==> src/rtl/fp_add_normalize_round_if.sv <==
// fp_add_normalize_round_if: input beat, output result and valid/ready handshake of the FP normalize/round stage
interface fp_add_normalize_round_if;
    logic [27:0] Sum;
    logic [7:0]  ExponentBase;
    logic        ResultSign;
    logic        InValid;
    logic        InReady;
    logic        OutValid;
    logic        OutReady;
    logic [31:0] Result;
    logic        Overflow;
    logic        Underflow;
    logic        Inexact;
    modport master (
        output Sum, ExponentBase, ResultSign, InValid, OutReady,
        input  InReady, OutValid, Result, Overflow, Underflow, Inexact
    );
    modport slave (
        input  Sum, ExponentBase, ResultSign, InValid, OutReady,
        output InReady, OutValid, Result, Overflow, Underflow, Inexact
    );
endinterface

==> src/rtl/fp_add_normalize_round.sv <==
// fp_add_normalize_round: normalizes the raw mantissa sum, rounds to nearest-even and packs a single-precision result
module fp_add_normalize_round (
    input  logic Clock,
    input  logic Reset,
    fp_add_normalize_round_if.slave bus
);
    logic              advance;
    logic [4:0]        lzc;
    logic signed [9:0] base_s;
    logic [26:0]       mant_d, mant_q;
    logic signed [9:0] exp_d, exp_q;
    logic              zero_d, zero_q, sign_q, v1_q;
    logic              g, s, up;
    logic [24:0]       rnd;
    logic signed [9:0] exp_r;
    logic [31:0]       result_d, result_q;
    logic              ovf_d, ovf_q, unf_d, unf_q, inx_d, inx_q, out_valid_q;

    assign advance      = !out_valid_q | bus.OutReady;
    assign bus.InReady  = advance;
    assign bus.OutValid = out_valid_q;
    assign bus.Result   = result_q;
    assign bus.Overflow = ovf_q;
    assign bus.Underflow = unf_q;
    assign bus.Inexact  = inx_q;
    assign base_s       = $signed({2'b00, bus.ExponentBase});

    // leading zeros of the carry-free sum: the highest set bit is the last to write
    always_comb begin
        lzc = 5'd0;
        for (int i = 0; i < 27; i++) if (bus.Sum[i]) lzc = 5'(26 - i);
    end

    // normalize: carry shifts right folding the lost bit into sticky, otherwise shift out leading zeros
    always_comb begin
        zero_d = bus.Sum == 28'd0;
        mant_d = bus.Sum[27] ? {bus.Sum[27:2], bus.Sum[1] | bus.Sum[0]} : bus.Sum[26:0] << lzc;
        exp_d  = bus.Sum[27] ? base_s + 10'sd1 : base_s - $signed({5'd0, lzc});
    end

    // round to nearest-even, renormalize a rounding carry, then saturate or flush the exponent
    always_comb begin
        g        = mant_q[2];
        s        = mant_q[1] | mant_q[0];
        up       = g & (s | mant_q[3]);
        rnd      = {1'b0, mant_q[26:3]} + {24'd0, up};
        exp_r    = exp_q + $signed({9'd0, rnd[24]});
        ovf_d    = !zero_q && exp_r >= 10'sd255;
        unf_d    = !zero_q && exp_r <= 10'sd0;
        inx_d    = !zero_q && (g | s | ovf_d | unf_d);
        result_d = zero_q ? 32'd0 :
                   ovf_d  ? {sign_q, 8'hFF, 23'd0} :
                   unf_d  ? {sign_q, 31'd0} :
                            {sign_q, exp_r[7:0], rnd[24] ? rnd[23:1] : rnd[22:0]};
    end

    // stage 1 register: captures every input slot whenever the pipe advances
    always_ff @(posedge Clock or posedge Reset) begin
        if (Reset) begin
            mant_q <= '0;
            exp_q  <= '0;
            zero_q <= 1'b0;
            sign_q <= 1'b0;
            v1_q   <= 1'b0;
        end else if (advance) begin
            mant_q <= mant_d;
            exp_q  <= exp_d;
            zero_q <= zero_d;
            sign_q <= bus.ResultSign;
            v1_q   <= bus.InValid;
        end
    end

    // output register: bubbles clear OutValid but leave the last result and flags untouched
    always_ff @(posedge Clock or posedge Reset) begin
        if (Reset) begin
            out_valid_q <= 1'b0;
            result_q    <= '0;
            ovf_q       <= 1'b0;
            unf_q       <= 1'b0;
            inx_q       <= 1'b0;
        end else if (advance) begin
            out_valid_q <= v1_q;
            if (v1_q) begin
                result_q <= result_d;
                ovf_q    <= ovf_d;
                unf_q    <= unf_d;
                inx_q    <= inx_d;
            end
        end
    end
endmodule
==> src/flat_wrapper.sv <==
// flat-port wrapper written by rule: the top's interface ports become plain ports
module fp_add_normalize_round_flat 
  (Clock, Reset, bus_Sum, bus_ExponentBase, bus_ResultSign, bus_InValid, bus_OutReady, bus_InReady, bus_OutValid, bus_Result, bus_Overflow, bus_Underflow, bus_Inexact);
  fp_add_normalize_round_if bus_i ();
  input  logic Clock;
  input  logic Reset;
  input wire logic [$bits(bus_i.Sum)-1:0] bus_Sum;
  input wire logic [$bits(bus_i.ExponentBase)-1:0] bus_ExponentBase;
  input wire logic [$bits(bus_i.ResultSign)-1:0] bus_ResultSign;
  input wire logic [$bits(bus_i.InValid)-1:0] bus_InValid;
  input wire logic [$bits(bus_i.OutReady)-1:0] bus_OutReady;
  output wire logic [$bits(bus_i.InReady)-1:0] bus_InReady;
  output wire logic [$bits(bus_i.OutValid)-1:0] bus_OutValid;
  output wire logic [$bits(bus_i.Result)-1:0] bus_Result;
  output wire logic [$bits(bus_i.Overflow)-1:0] bus_Overflow;
  output wire logic [$bits(bus_i.Underflow)-1:0] bus_Underflow;
  output wire logic [$bits(bus_i.Inexact)-1:0] bus_Inexact;
  assign bus_i.Sum = bus_Sum;
  assign bus_i.ExponentBase = bus_ExponentBase;
  assign bus_i.ResultSign = bus_ResultSign;
  assign bus_i.InValid = bus_InValid;
  assign bus_i.OutReady = bus_OutReady;
  assign bus_InReady = bus_i.InReady;
  assign bus_OutValid = bus_i.OutValid;
  assign bus_Result = bus_i.Result;
  assign bus_Overflow = bus_i.Overflow;
  assign bus_Underflow = bus_i.Underflow;
  assign bus_Inexact = bus_i.Inexact;
  fp_add_normalize_round u_core (.Clock(Clock), .Reset(Reset), .bus(bus_i));
endmodule
==> config.mk <==
export PLATFORM = sky130hd
export DESIGN_NAME = fp_add_normalize_round_flat
export DESIGN_NICKNAME = d
export VERILOG_FILES = /design/src/rtl/fp_add_normalize_round_if.sv /design/src/rtl/fp_add_normalize_round.sv /design/src/flat_wrapper.sv
export SDC_FILE = /design/constraint.sdc
export NUM_CORES = 1
export LEC_CHECK = 0
export CORE_MARGIN = 1.5
export CORE_UTILIZATION = 57
export CTS_CLUSTER_SIZE = 40
export DETAILED_ROUTE_END_ITERATION = 12
export PLACE_DENSITY_LB_ADDON = 0.2
export SLEW_MARGIN = 25
export SYNTH_ARGS = -nofsm -noshare
export SYNTH_HDL_FRONTEND = slang
export SYNTH_SLANG_ARGS = --single-unit
==> constraint.sdc <==
create_clock -name Clock -period 6.1 [get_ports Clock]
set_clock_uncertainty 0.2 [all_clocks]
set_input_delay 0.915 -clock Clock [delete_from_list [all_inputs] [get_ports Clock]]
set_output_delay 0.915 -clock Clock [all_outputs]
set_load 0.01 [all_outputs]
==> reports/qor.txt <==
Hold Fails Final Rpt: 0
Antenna diodes: 0
Mapped Nets: 813
Maximum number of pins on one net before global-route repair: 77
Cell variety after synth: 75
Async S/R FF share, synth: 100%
Die Width: 107 um
Peak per-stage delay on the critical path: 0.50 ns
Buffers on Ports: 77
Element type at the critical path start: flip-flop
Relative slew slack: 35.4%
Crit-path cells: and2_1 > ha_1 > and3_1 > and3_1 > and2_1 > nand4_1 > nor2_1 > nand2_1 > inv_1 > ha_1 > ha_1 > xor2_1 > nand4_1 > or4_1 > o21ai_0 > nand2b_1 > and3b_1 > nand2_1 > o21ai_0
Worst Hold Class: reg -> reg
Routed WL per cell: 19.3 um
Core area: 10400 um^2
Total GRT Usage: 32.4%
Worst-skew pair later-pin latency: 0.36 ns
Effective utilization at floorplan: 59.0%
Height of the die: 107 um
Top_reg_cell synth: dfrtp_1
Worst path top cell family by delay: simple AND/OR/NAND/NOR gates
Cell area power density: 249 nW/um^2
Post-synth top area share: 31.1%
CTS resizes: 0
Critical path class: reg -> reg
Sequential-to-total area share from yosys stat: 31.1%
# fillers: 857
Comb pwr share: 37.4%
Layout Cells excl Fill: 947
LEAKAGE: 3.05 nW
Global placement routability congestion: 0.989
NumNets Final: 857
Fin. max-slew vios: 0
Rows: 37
Max VDD drop: 217 uV
Syn Inst Count: 762
First-pass GRT wire length: 29100 um
Area leader, netlist: dfrtp_1
MaxCap Viol Count: 0
Critical Path End Type: flip-flop
P&R area growth vs syn: 15.6%
Setup violators final: 0
Switching share of power: 34.9%
Clock Sinks: 76
Antenna viol nets, final: 0
Netlist Area Pre-Place: 6120 um^2
RSZ-0062 raised after global routing: no
Post-synth EDFFs: 0
P_sw: 615 uW
Root Buffer: clkbuf_8
Synth area leaders: dfrtp_1 31%, mux2i_1 6.7%, nand2_1 6.4%
Share of layout cells above drive strength 1: 7.77%
Placed insts: 930
Final min period: 5.18 ns
Initial antenna violation count: 0
Internal power: 1.15 mW
Syn. warnings: 0
HPWL Detailed: 13400 um
Vias in the first global route: 5619
CTS tree: built
Syn_area_per_cell: 8.03 um^2
Max FO, Critical Path: 10
Buffers and inverters on the worst path: 1
Worst-margin pin slew: 0.966 ns
Tcrit/Tclk final: 85.0%
Power share of the clock group: 22.0%
Number of synthesized register bits: 76
Gr ovfl total: 0
Maximum clock frequency: 193 MHz
DRT iter0 DRCs: 712
CTS buffer count: 9
Clk slew on worst S/H paths: 0.07 ns
Routed vias: 6129
Hold-fix buffer count after cts: 0
# DRC: 0
Die Area: 11400 um^2
CP arrival: 5.20 ns
CTS max path bufs: 2
Cell mode on critical path: ha_1
IO Pins: 78
Routed vias/inst: 6.47
TNS Setup: 0 ns
Pre-Repair DR Iteration Count: 5
Post-CTS Repair Setup Buffers: 0
Htree depth: 3
Wirelength, routed: 18300 um
Worst endpoint required time: 6.12 ns
Sequential Power Share: 40.6%
Slowest CP cell: or4_1
Status: complete, no violations
==> cell type report <==
cell class	instances	area [um^2]	area share (%)
Inverter	23	91.3	1.29
Multi-Input combinational cell	609	3840	54.3
Clock buffer	12	155	2.19
Clock inverter	4	47.5	0.672
Sequential cell	76	1900	26.9
Timing Repair Buffer	87	866	12.2
Tap cell	136	170	2.40
==> power by group through the flow <==
stage | clock network (mW) | registers (mW) | logic [mW]
after global routing | 0.415 | 0.730 | 0.715
final | 0.387 | 0.715 | 0.659
after detailed placement | 0 | 0.723 | 0.646
after CTS | 0.392 | 0.715 | 0.651
after global placement | 0 | 0.715 | 0.632
after floorplan | 0 | 0.737 | 0.339
==> worst reg2reg max path, stage by stage (launching register included) <==
cell      delay [ns]
dfrtp_1         0.42
and2_1          0.15
ha_1            0.16
and3_1          0.19
and3_1          0.18
and2_1          0.17
nand4_1         0.21
nor2_1          0.39
nand2_1         0.30
inv_1           0.18
ha_1            0.23
ha_1            0.25
xor2_1          0.25
nand4_1         0.12
or4_1           0.50
o21ai_0         0.19
nand2b_1        0.17
and3b_1         0.33
nand2_1         0.29
o21ai_0         0.17
==> stage by stage <==
stage,setup WS (ns),area [um^2],power (mW),hold WS [ns],util (%)
floorplan,1.68,6120,1.08,0.240,-
finish,0.916,7080,1.76,0.276,68.2
detailed placement,1.02,6850,1.37,0.262,66.0
global placement,1.18,6850,1.35,0.250,66.0
CTS,0.989,7050,1.76,0.278,68.0
global route,0.541,7080,1.86,0.306,68.2
==> cell usage in the layout, fill, tap and decap left out, drive strengths merged, types with 4 or more instances in the layout <==
cell type and count:
mux2 18, o21ai 59, nand2b 10, xor2 18
a22o 7, xnor2 15, a2111oi 4, inv 23
nor2 76, o211ai 8, ha 9, dfrtp 76
and3 17, clkdlybuf4s50 77, nand2 104, o31ai 9
nor3 23, nor4 10, o21a 8, a21o 7
a21oi 51, and2 8, or3 5, a31oi 10
nand4 9, a221oi 9, or4 5, nand3 19
mux2i 43, clkbuf 12, a211oi 5, buf 10
==> kinds of logic after synthesis <==
| kind of cell | share of synthesized area (%) |
|---|---|
| xor+xnor | 4.72 |
| fa+ha+maj | 2.17 |
| simple gates | 23.2 |
| buf+inv | 6.19 |
| mux | 10.7 |
| flops | 31.1 |
| compound gates | 22.0 |
==> synth_stat cells, types with 8 or more instances <==
master    instances
nand2_1         104
dfrtp_1          76
nor2_1           76
o21ai_0          52
a21oi_1          51
mux2i_1          41
nor3_1           22
buf_2            20
clkbuf_1         19
inv_1            19
nand3_1          19
xor2_1           18
and3_1           17
mux2_2           16
xnor2_1          15
a31oi_1          10
a221oi_1          9
ha_1              9
nand2b_1          9
nand4_1           9
and2_1            8
o211ai_1          8
o31ai_1           8
==> final timing paths <==
check	startpoint	endpoint	slack (ns)	cells after the start
max	u_core.mant_q[2]$_DFFE_PP0N_	u_core.bus.Result[15]$_DFFE_PP0P_	0.92	19
min	u_core.bus.Result[8]$_DFFE_PP0P_	u_core.bus.Result[8]$_DFFE_PP0P_	0.28	2
max reg2reg	u_core.mant_q[2]$_DFFE_PP0N_	u_core.bus.Result[15]$_DFFE_PP0P_	0.92	19
min reg2reg	u_core.bus.Result[8]$_DFFE_PP0P_	u_core.bus.Result[8]$_DFFE_PP0P_	0.28	2
max in group asynchronous	Reset	u_core.bus.Result[10]$_DFFE_PP0P_	4.40	4
min in group asynchronous	Reset	u_core.sign_q$_DFFE_PP0N_	0.75	3
==> state kept, by name, summed over array words and instances (netlist names) <==
name / flops
u_core.bus.Underflow: 1
u_core.mant_q: 27
u_core.v1_q: 1
u_core.bus.Result: 32
u_core.bus.Overflow: 1
u_core.exp_q: 10
u_core.sign_q: 1
u_core.zero_q: 1
u_core.bus.Inexact: 1
u_core.bus.OutValid: 1
==> metal layers <==
layer / track usage, % / wire length, um
met2: 50.4 / 8300
met3: 5.17 / 1430
met4: 14.4 / 607
met1: 44.6 / 7950
met5: 0 / 0
(Power assumes the default switching activity.)
